### src/rtl/triangle_stream_pkg.sv
// rtl/triangle_stream_pkg.sv - geometry and color types shared by the triangle stream transmitter
package triangle_stream_pkg;

  typedef struct packed {
    logic [15:0] x;
    logic [15:0] y;
    logic [15:0] z;
  } Point3D;

  typedef struct packed {
    Point3D p;
    Point3D q;
    Point3D r;
  } Triangle3D;

  typedef struct packed {
    logic [7:0] r;
    logic [7:0] g;
    logic [7:0] b;
  } Color;

endpackage

### src/rtl/triangle_stream_tx.sv
// rtl/triangle_stream_tx.sv - frames triangles into a six-word stream bracketed by start/end marker words
module triangle_stream_tx
  import triangle_stream_pkg::*;
(
  input  logic        clk,
  input  logic        n_rst,
  input  logic        frame_start_req,
  input  logic        frame_end_req,
  input  Triangle3D   triangle,
  input  Color        color,
  input  logic        tri_valid,
  output logic        tri_accept,
  output logic        busy,
  output logic [31:0] ahb_buffer,
  output logic        ahb_data_available,
  input  logic        ahb_user_read_buffer,
  output logic [15:0] tri_sent_count
);

  typedef enum logic [2:0] {IDLE, START, FRAME, SEND, END} state_e;

  state_e      state_q, state_d;
  logic [2:0]  idx_q, idx_d;
  logic [31:0] words_q [6];
  logic [31:0] words_d [6];
  logic [31:0] buffer_q, buffer_d;
  logic        avail_q, avail_d;
  logic        accept_q, accept_d;
  logic        busy_q, busy_d;
  logic [15:0] count_q, count_d;
  logic        end_pend_q, end_pend_d;

  logic       xfer;
  logic [2:0] idx_next;

  assign xfer     = avail_q & ahb_user_read_buffer;
  assign idx_next = idx_q + 3'd1;

  always_ff @(posedge clk) begin
    if (!n_rst) begin
      state_q    <= IDLE;
      idx_q      <= 3'd0;
      buffer_q   <= 32'h0;
      avail_q    <= 1'b0;
      accept_q   <= 1'b0;
      busy_q     <= 1'b0;
      count_q    <= 16'h0;
      end_pend_q <= 1'b0;
    end else begin
      state_q    <= state_d;
      idx_q      <= idx_d;
      buffer_q   <= buffer_d;
      avail_q    <= avail_d;
      accept_q   <= accept_d;
      busy_q     <= busy_d;
      count_q    <= count_d;
      end_pend_q <= end_pend_d;
    end
  end

  // Captured words are pure datapath; validity is tracked by the FSM alone.
  always_ff @(posedge clk) begin
    words_q <= words_d;
  end

  always_comb begin
    state_d = state_q;
    case (state_q)
      IDLE:    if (frame_start_req) state_d = START;
      START:   if (xfer) state_d = FRAME;
      FRAME: begin
        if (tri_valid)                         state_d = SEND;
        else if (end_pend_q || frame_end_req)  state_d = END;
      end
      SEND:    if (xfer && idx_q == 3'd5) state_d = FRAME;
      END:     if (xfer) state_d = IDLE;
      default: state_d = IDLE;
    endcase
  end

  always_comb begin
    idx_d      = idx_q;
    words_d    = words_q;
    buffer_d   = buffer_q;
    avail_d    = avail_q;
    accept_d   = 1'b0;
    count_d    = count_q;
    end_pend_d = end_pend_q;
    busy_d     = (state_d != IDLE);

    // A late end request is parked so the END word can never split a triangle.
    if (state_q != IDLE && frame_end_req) end_pend_d = 1'b1;

    case (state_q)
      IDLE: begin
        if (frame_start_req) begin
          buffer_d = 32'h0000_0000;
          avail_d  = 1'b1;
        end
      end
      START: begin
        if (xfer) begin
          avail_d = 1'b0;
          count_d = 16'h0;
        end
      end
      FRAME: begin
        if (tri_valid) begin
          words_d[0] = {triangle.p.y, triangle.p.x};
          words_d[1] = {triangle.q.x, triangle.p.z};
          words_d[2] = {triangle.q.z, triangle.q.y};
          words_d[3] = {triangle.r.y, triangle.r.x};
          words_d[4] = {color.g, color.r, triangle.r.z};
          words_d[5] = {24'h0, color.b};
          buffer_d   = {triangle.p.y, triangle.p.x};
          avail_d    = 1'b1;
          accept_d   = 1'b1;
          idx_d      = 3'd0;
        end else if (end_pend_q || frame_end_req) begin
          buffer_d = 32'h0000_0001;
          avail_d  = 1'b1;
        end
      end
      SEND: begin
        if (xfer) begin
          if (idx_q == 3'd5) begin
            avail_d = 1'b0;
            if (count_q != 16'hFFFF) count_d = count_q + 16'd1;
          end else begin
            idx_d    = idx_next;
            buffer_d = words_q[idx_next];
          end
        end
      end
      END: begin
        if (xfer) begin
          avail_d    = 1'b0;
          end_pend_d = 1'b0;
        end
      end
      default: begin
        avail_d = 1'b0;
      end
    endcase
  end

  assign tri_accept         = accept_q;
  assign busy               = busy_q;
  assign ahb_buffer         = buffer_q;
  assign ahb_data_available = avail_q;
  assign tri_sent_count     = count_q;

endmodule

### config.mk
export PLATFORM = sky130hd
export DESIGN_NAME = triangle_stream_tx
export DESIGN_NICKNAME = d
export VERILOG_FILES = /design/src/rtl/triangle_stream_pkg.sv /design/src/rtl/triangle_stream_tx.sv
export SDC_FILE = /design/constraint.sdc
export NUM_CORES = 1
export LEC_CHECK = 0
export ABC_AREA = 0
export BUFFER_PORTS_ARGS = -buffer_cell sky130_fd_sc_hd__buf_2
export CELL_PAD_IN_SITES_DETAIL_PLACEMENT = 1
export CELL_PAD_IN_SITES_GLOBAL_PLACEMENT = 1
export CORE_MARGIN = 2
export CORE_UTILIZATION = 43
export CTS_CLUSTER_DIAMETER = 80
export DETAILED_ROUTE_END_ITERATION = 8
export HOLD_SLACK_MARGIN = 0.02
export PLACE_DENSITY_LB_ADDON = 0.12
export SYNTH_ARGS = -nofsm -noshare
export SYNTH_HDL_FRONTEND = slang
export SYNTH_SLANG_ARGS = --single-unit
export TNS_END_PERCENT = 5
### constraint.sdc
create_clock -name clk -period 8.3 [get_ports clk]
set_input_delay 0.83 -clock clk [delete_from_list [all_inputs] [get_ports clk]]
set_output_delay 0.83 -clock clk [all_outputs]
set_load 0.02 [all_outputs]
==> impl_metrics.py, run 1 <==
metrics = {
    "critical_path": {
        "path_max_fanout": 96,
        "critPathLaunchType": "flip-flop",
        "critPathKind": "flip-flop to flip-flop",
        "required_ps": 8750,
        "r2r_setup_slack_ps": 4990,
        "worst_ep_arrival_time_ps": 3760,
        "cp_cell_sequence": "nand2b_1 > nor3_4 > buf_4 > a22o_1 > a21oi_1 > o2bb2ai_1",
        "end_kind": "flip-flop",
        "slowest_stage": "buf_4",
        "max_stage_delay_ps": 1020,
    },
    "clock_tree": {
        "h-tree-depth": 1,
        "hold_buffers": 0,
        "clockBufferDepth": 3,
        "clk_latency_ps": 520,
        "cts_tree": "done",
        "post_cts_resized": 0,
        "cts.sinks": 226,
        "cts_buffers": 24,
        "cts_root_buffer": "clkbuf_16",
        "postCtsSetupBuffers": 0,
        "clk_pin_slew_ps": 60,
    },
    "flow_run": {
        "maxCapViolations": 0,
    },
    "floorplanning": {
        "start_util_pct": 43.8,
        "rows": 52,
        "ios": 225,
        "fp.dieH_um": 147,
        "coreArea_um2": 20200,
        "fp.dieW_um": 147,
        "dieArea_um2": 21700,
    },
    "worst_hold_path": {
        "min_path_type": "flip-flop to flip-flop",
    },
    "logic_synthesis": {
        "syn-instance-count": 550,
        "yosys.cell_types.count": 49,
        "yosys_warnings": 0,
        "ys_ff_latch": 226,
        "synth-simple-area-share_pct": 5.47,
        "synth_compound_area_share_pct": 12.0,
        "synth-main-ff-cell": "edfxtp_1",
        "synth_xor_area_share_pct": 0.0992,
        "muxShareOfSynthArea_pct": 9.18,
        "ys_seq_area_share_pct": 70.3,
        "syn_area_per_cell_um2": 16.1,
        "synth_top_family_by_area": "compound AO/OA/AOI/OAI gates",
        "syn-cell-area_um2": 8830,
        "synth_nets": 727,
        "async_reset_ff_share_pct": 0,
        "synth_edf_count": 168,
        "synth-adder-area-share_pct": 0.425,
    },
    "timing": {
        "setup_viol_count_final": 0,
        "worstMarginPinSlew_ps": 1170,
        "relSlewSlack_pct": 22.0,
        "post-route-period-util_pct": 39.9,
        "finalClockSkew_ps": 20.9,
        "rsz0062_at_grt": "no",
        "hold_viol": 0,
        "tns_ps": 0,
        "drv_slew": 0,
        "final.min_clock_period_ps": 3310,
        "fmax_ghz": 0.302,
    },
    "global_routing": {
        "grt_start_max_net_pins": 97,
        "first_global_vias": 6269,
        "track_usage_pct": 20.7,
        "antenna_found_initial": 4,
        "grt_pass1_wl_um": 35000,
        "overflow": 0,
    },
    "power_and_ir_drop": {
        "peakVddDrop_uv": 143,
        "power_uw": 2350,
        "p_leak_uw": 0.00396,
        "p_per_area_nw_per_um2": 216,
    },
    "routing": {
        "drc": 0,
        "ant_nets": 0,
        "wl_per_cell_um": 21.5,
        "first_pass_iters": 4,
        "vias": 5856,
        "dr.first_iter.drc_count": 323,
        "wl_um": 22700,
        "via_per_inst": 5.53,
    },
    "placed_design": {
        "port_buffers": 224,
        "gp_congestion": 0.766,
        "dp_hpwl_um": 14800,
        "place_area_um2": 10100,
    },
    "layout": {
        "finalInstanceArea_um2": 10900,
        "syn2layout_area_growth_pct": 23.7,
        "drive_gt1_share_pct": 39.6,
        "post-route-util_pct": 54.2,
        "final_nets": 945,
    },
    "run_status": {
        "status": "finished clean",
    },
}
[cell families after synthesis]
logic type	Yosys count
compound gates	145
xor+xnor	1
fa+ha+maj	3
buf+inv	43
flops	226
mux	41
simple gates	91
[worst paths after layout]
| check | from | end | cells past startpoint |
|---|---|---|---|
| worst max-delay path | state_q[1]$_SDFF_PN0_ | ahb_buffer[25]$_SDFFE_PN0P_ | 6 |
| worst min-delay path | ahb_buffer[8]$_SDFFE_PN0P_ | ahb_buffer[8]$_SDFFE_PN0P_ | 1 |
| worst max register to register | state_q[1]$_SDFF_PN0_ | ahb_buffer[25]$_SDFFE_PN0P_ | 6 |
| worst min register to register | ahb_buffer[8]$_SDFFE_PN0P_ | ahb_buffer[8]$_SDFFE_PN0P_ | 1 |
[report_power, final]
part           leakage [uW]  total (uW)  switching, uW  internal, uW
logic               0.00160        91.2           49.5          41.7
clock network      0.000382        1030            433           597
registers           0.00198        1230           7.50          1230
[metrics by stage]
stage	setup WS (ps)	hold slack [ps]	instances
final	4990	466	1059
after global routing	4650	463	1058
after CTS	4900	461	1056
after detailed placement	4840	447	1012
after global placement	4980	442	1012
after floorplan	1350	491	550
[routing by layer]
| layer | track usage (%) | part of all wire (%) | up-vias |
|---|---|---|---|
| met5 | 0 | 0.10 | - |
| met4 | 4.13 | 1.5 | 4 |
| met3 | 4.35 | 6.4 | 25 |
| met1 | 28.5 | 44 | 2944 |
| met2 | 34.5 | 48 | 209 |
| li1 | - | - | 2674 |
[cells in the final DEF, fill, tap and decap left out, drive strengths merged, types with 3 or more instances in the layout]
cell type / n
dfxtp: 58
clkinv: 12
ha: 3
o2bb2ai: 31
a22o: 24
clkbuf: 30
nand3b: 3
nand3: 11
o41ai: 3
o31ai: 6
nor3: 4
buf: 228
diode: 3
a21oi: 44
o211ai: 8
and3: 3
o21ai: 9
o22ai: 4
nand2: 16
or3: 8
edfxtp: 168
inv: 7
nor2: 26
mux4: 32
nand4: 8
mux2i: 9
a221oi: 8
[synthesized netlist by cell type, drive strengths merged (2+ instances only)]
master   instances  area, um^2
nand2b           2        12.5
ha               3        37.5
o2bb2ai         31         272
dfxtp           58        1160
buf             16         120
a221oi           8        70.1
clkbuf          20        78.8
nand4            8        56.3
a31oi            2        12.5
nand3           11        60.1
nand3b           3        22.5
a22o            24         210
or3              8        55.1
nor3             4        25.0
and3             3        18.8
mux4            32         721
and4             2        17.5
o41ai            3        26.3
mux2i            9        90.1
a21oi           44         224
nor2            26        97.6
o31ai            6        45.0
inv              7        26.3
o32ai            2        17.5
o22ai            4        25.0
nand2           16        60.1
o211ai           8        60.1
o21ai            9        45.0
edfxtp         168        5040
and2             2        12.5
or2              2        12.5
[flip-flops by register name, indices dropped and copies added (netlist names)]
signal and cells:
ahb_data_available 1, tri_sent_count 16, busy 1, idx_q 3
ahb_buffer 32, words_q 168, state_q 3, end_pend_q 1
tri_accept 1
[layout make-up]
type,instances,area (um^2)
Antenna cell,3,7.51
Tap cell,270,338
Clock buffer,30,663
Clock inverter,14,104
Inverter,7,26.3
Multi-Input combinational cell,281,2420
Timing Repair Buffer,228,1150
Fill cell,2017,9250
Sequential cell,226,6210
[critical path, delay by kind of cell, from the launching register on]
kind                   cells  cell delay [ps]
AO/OA/AOI/OAI              3              500
buffers and inverters      1             1020
AND/OR/NAND/NOR            2             1070
flip-flops                 1              610
Power figures use the tool's default switching activity.
==> run 2, diff against run 1 <==
--- a/config.mk
+++ b/config.mk
@@ -10,7 +10,7 @@
 export CELL_PAD_IN_SITES_DETAIL_PLACEMENT = 1
 export CELL_PAD_IN_SITES_GLOBAL_PLACEMENT = 1
 export CORE_MARGIN = 2
-export CORE_UTILIZATION = 43
+export CORE_UTILIZATION = 39
 export CTS_CLUSTER_DIAMETER = 80
 export DETAILED_ROUTE_END_ITERATION = 8
 export HOLD_SLACK_MARGIN = 0.02
==> constraint.sdc (replaced) <==
create_clock -name clk -period 2.98 [get_ports clk]
set_input_delay 0.298 -clock clk [delete_from_list [all_inputs] [get_ports clk]]
set_output_delay 0.298 -clock clk [all_outputs]
set_load 0.02 [all_outputs]
==> impl_metrics.py, run 2 (same netlist as run 1, synthesis figures left out) <==
metrics = {
    "power_and_ir_drop": {
        "p_per_area_nw_per_um2": 550,
        "peakVddDrop_uv": 465,
        "p_leak_uw": 0.00471,
    },
    "timing": {
        "relSlewSlack_pct": 36.4,
        "setup_viol_count_final": 0,
        "post-route-period-util_pct": 83.0,
        "drv_slew": 0,
        "worstMarginPinSlew_ps": 952,
        "finalClockSkew_ps": 11.0,
        "rsz0062_at_grt": "no",
        "fmax_ghz": 0.404,
        "final.min_clock_period_ps": 2470,
        "tns_ps": 0,
        "hold_viol": 0,
    },
    "critical_path": {
        "path_max_fanout": 31,
        "cp_cell_sequence": "inv_1 > o21ai_0 > or4b_2 > o2bb2ai_1",
        "crit_start": "state_q[0]$_SDFF_PN0_",
        "end_kind": "flip-flop",
        "regToRegStartpoint": "state_q[0]$_SDFF_PN0_",
        "r2r_setup_slack_ps": 510,
        "critPathLaunchType": "flip-flop",
        "reg2reg_to": "ahb_buffer[20]$_SDFFE_PN0P_",
        "crit_end": "ahb_buffer[20]$_SDFFE_PN0P_",
        "critPathKind": "flip-flop to flip-flop",
        "rr_worst_depth": 4,
        "max_stage_delay_ps": 1050,
        "slowest_stage": "or4b_2",
        "worst_ep_arrival_time_ps": 2920,
        "required_ps": 3430,
    },
    "run_status": {
        "status": "finished clean",
    },
    "routing": {
        "wl_per_cell_um": 21.0,
        "drc": 0,
        "wl_um": 26100,
        "vias": 6508,
        "first_pass_iters": 6,
        "dr.first_iter.drc_count": 331,
        "ant_nets": 0,
        "via_per_inst": 5.23,
    },
    "placed_design": {
        "dp_cells": 1031,
        "dp_hpwl_um": 15100,
        "port_buffers": 224,
        "gp_congestion": 0.792,
    },
    "layout": {
        "instances_no_fill": 1245,
        "syn2layout_area_growth_pct": 44.3,
        "fillers": 2217,
        "antenna_cells": 0,
        "layout_commonest_cell": "buf_2",
        "largest_register_ff_count": 168,
        "mostFrequentLayoutCells": "buf_2 (224), dlygate4sd3_1 (168), edfxtp_1 (168), dfxtp_1 (57), a21oi_1 (43)",
        "drive_gt1_share_pct": 32.5,
        "final_nets": 1118,
        "regMostFlops": "words_q",
    },
    "floorplanning": {
        "fp.dieH_um": 154,
        "coreArea_um2": 22400,
        "fp.dieW_um": 154,
        "start_util_pct": 39.4,
        "ios": 225,
        "rows": 55,
        "dieArea_um2": 23900,
    },
    "flow_run": {
        "maxCapViolations": 0,
    },
    "global_routing": {
        "antenna_found_initial": 0,
        "grt_pass1_wl_um": 40500,
        "overflow": 0,
        "first_global_vias": 7094,
        "track_usage_pct": 21.8,
        "grt_start_max_net_pins": 147,
    },
    "worst_hold_path": {
        "min_path_type": "input pin to flip-flop",
    },
    "clock_tree": {
        "clk_pin_slew_ps": 60,
        "cts_tree": "done",
        "postCtsSetupBuffers": 0,
        "cts_buffers": 25,
        "cts_root_buffer": "clkbuf_16",
        "clockBufferDepth": 3,
        "h-tree-depth": 1,
        "clk_latency_ps": 530,
        "cts.sinks": 226,
    },
}
[run 2: cell types whose count changed in the layout (fill, tap and decap cells not counted)]
cell | previous run | this run
clkbuf_8 | 4 | 2
clkbuf_1 | 2 | 10
or4b_1 | 1 | 0
inv_16 | 0 | 1
clkinv_8 | 1 | 0
diode_2 | 3 | 0
buf_12 | 0 | 3
dlygate4sd3_1 | 0 | 168
clkbuf_16 | 24 | 25
clkinv_2 | 7 | 2
clkinv_1 | 4 | 2
or4b_2 | 0 | 1
buf_4 | 4 | 5
bufinv_16 | 1 | 3
[run 2: critical path, delay by kind of cell, from the launching register on]
| family | cells | cell delay [ps] |
|---|---|---|
| buffers and inverters | 1 | 190 |
| flip-flops | 1 | 670 |
| AO/OA/AOI/OAI | 2 | 470 |
| AND/OR/NAND/NOR | 1 | 1050 |
[run 2: power by group]
| part | leakage [uW] | internal (uW) | total (uW) | switching [uW] |
|---|---|---|---|---|
| Clock | 0.000398 | 1870 | 3140 | 1260 |
| Sequential | 0.00198 | 3410 | 3440 | 20.5 |
| Combinational | 0.00233 | 263 | 443 | 180 |
| Total | 0.00471 | 5550 | 7010 | 1460 |
[run 2: cell type report]
cell class / count / area [um^2] / share of cell area [%]
Multi-Input combinational cell: 281 / 2420 / 19.0
Sequential cell: 226 / 6210 / 48.7
Clock inverter: 9 / 135 / 1.06
Tap cell: 285 / 357 / 2.80
Timing Repair Buffer: 400 / 2900 / 22.8
Inverter: 7 / 26.3 / 0.206
Clock buffer: 37 / 691 / 5.42
[run 2: worst min path at each step]
stage	from	end	cells past startpoint
floorplan	color[0]	words_q[0]$_DFFE_PP_	0
global placement	ahb_buffer[30]$_SDFFE_PN0P_	ahb_buffer[30]$_SDFFE_PN0P_	1
detailed placement	ahb_buffer[10]$_SDFFE_PN0P_	ahb_buffer[10]$_SDFFE_PN0P_	1
CTS	frame_end_req	end_pend_q$_SDFF_PN0_	3
global route	frame_end_req	end_pend_q$_SDFF_PN0_	3
finish	frame_end_req	end_pend_q$_SDFF_PN0_	3
[run 2: through the flow]
step | util [%] | total power (uW) | instance area [um^2] | hold slack [ps] | setup slack (ps)
4_1_cts | 56.8 | 7080 | 12700 | 92.0 | 490
5_1_grt | 56.8 | 7260 | 12700 | 138 | 319
3_3_place_gp | 45.6 | 3750 | 10200 | 441 | 525
2_1_floorplan | - | 3590 | 8830 | 397 | 202
6_report | 56.8 | 7010 | 12700 | 113 | 505
3_5_place_dp | 45.6 | 3760 | 10200 | 443 | 489
[run 2: repair_timing]
item,in CTS,in global routing
hold buffers,168,0
gates resized for setup,0,0
hold endpoints to repair,168,0
[run 2: layer usage]
layer  vias up  share of wire [%]  track usage (%)
met5         -                  0                0
met4         0                1.3             4.63
met3        24                6.2             4.76
met2       212                 51             38.6
met1      3264                 42             27.7
li1       3008                  -                -
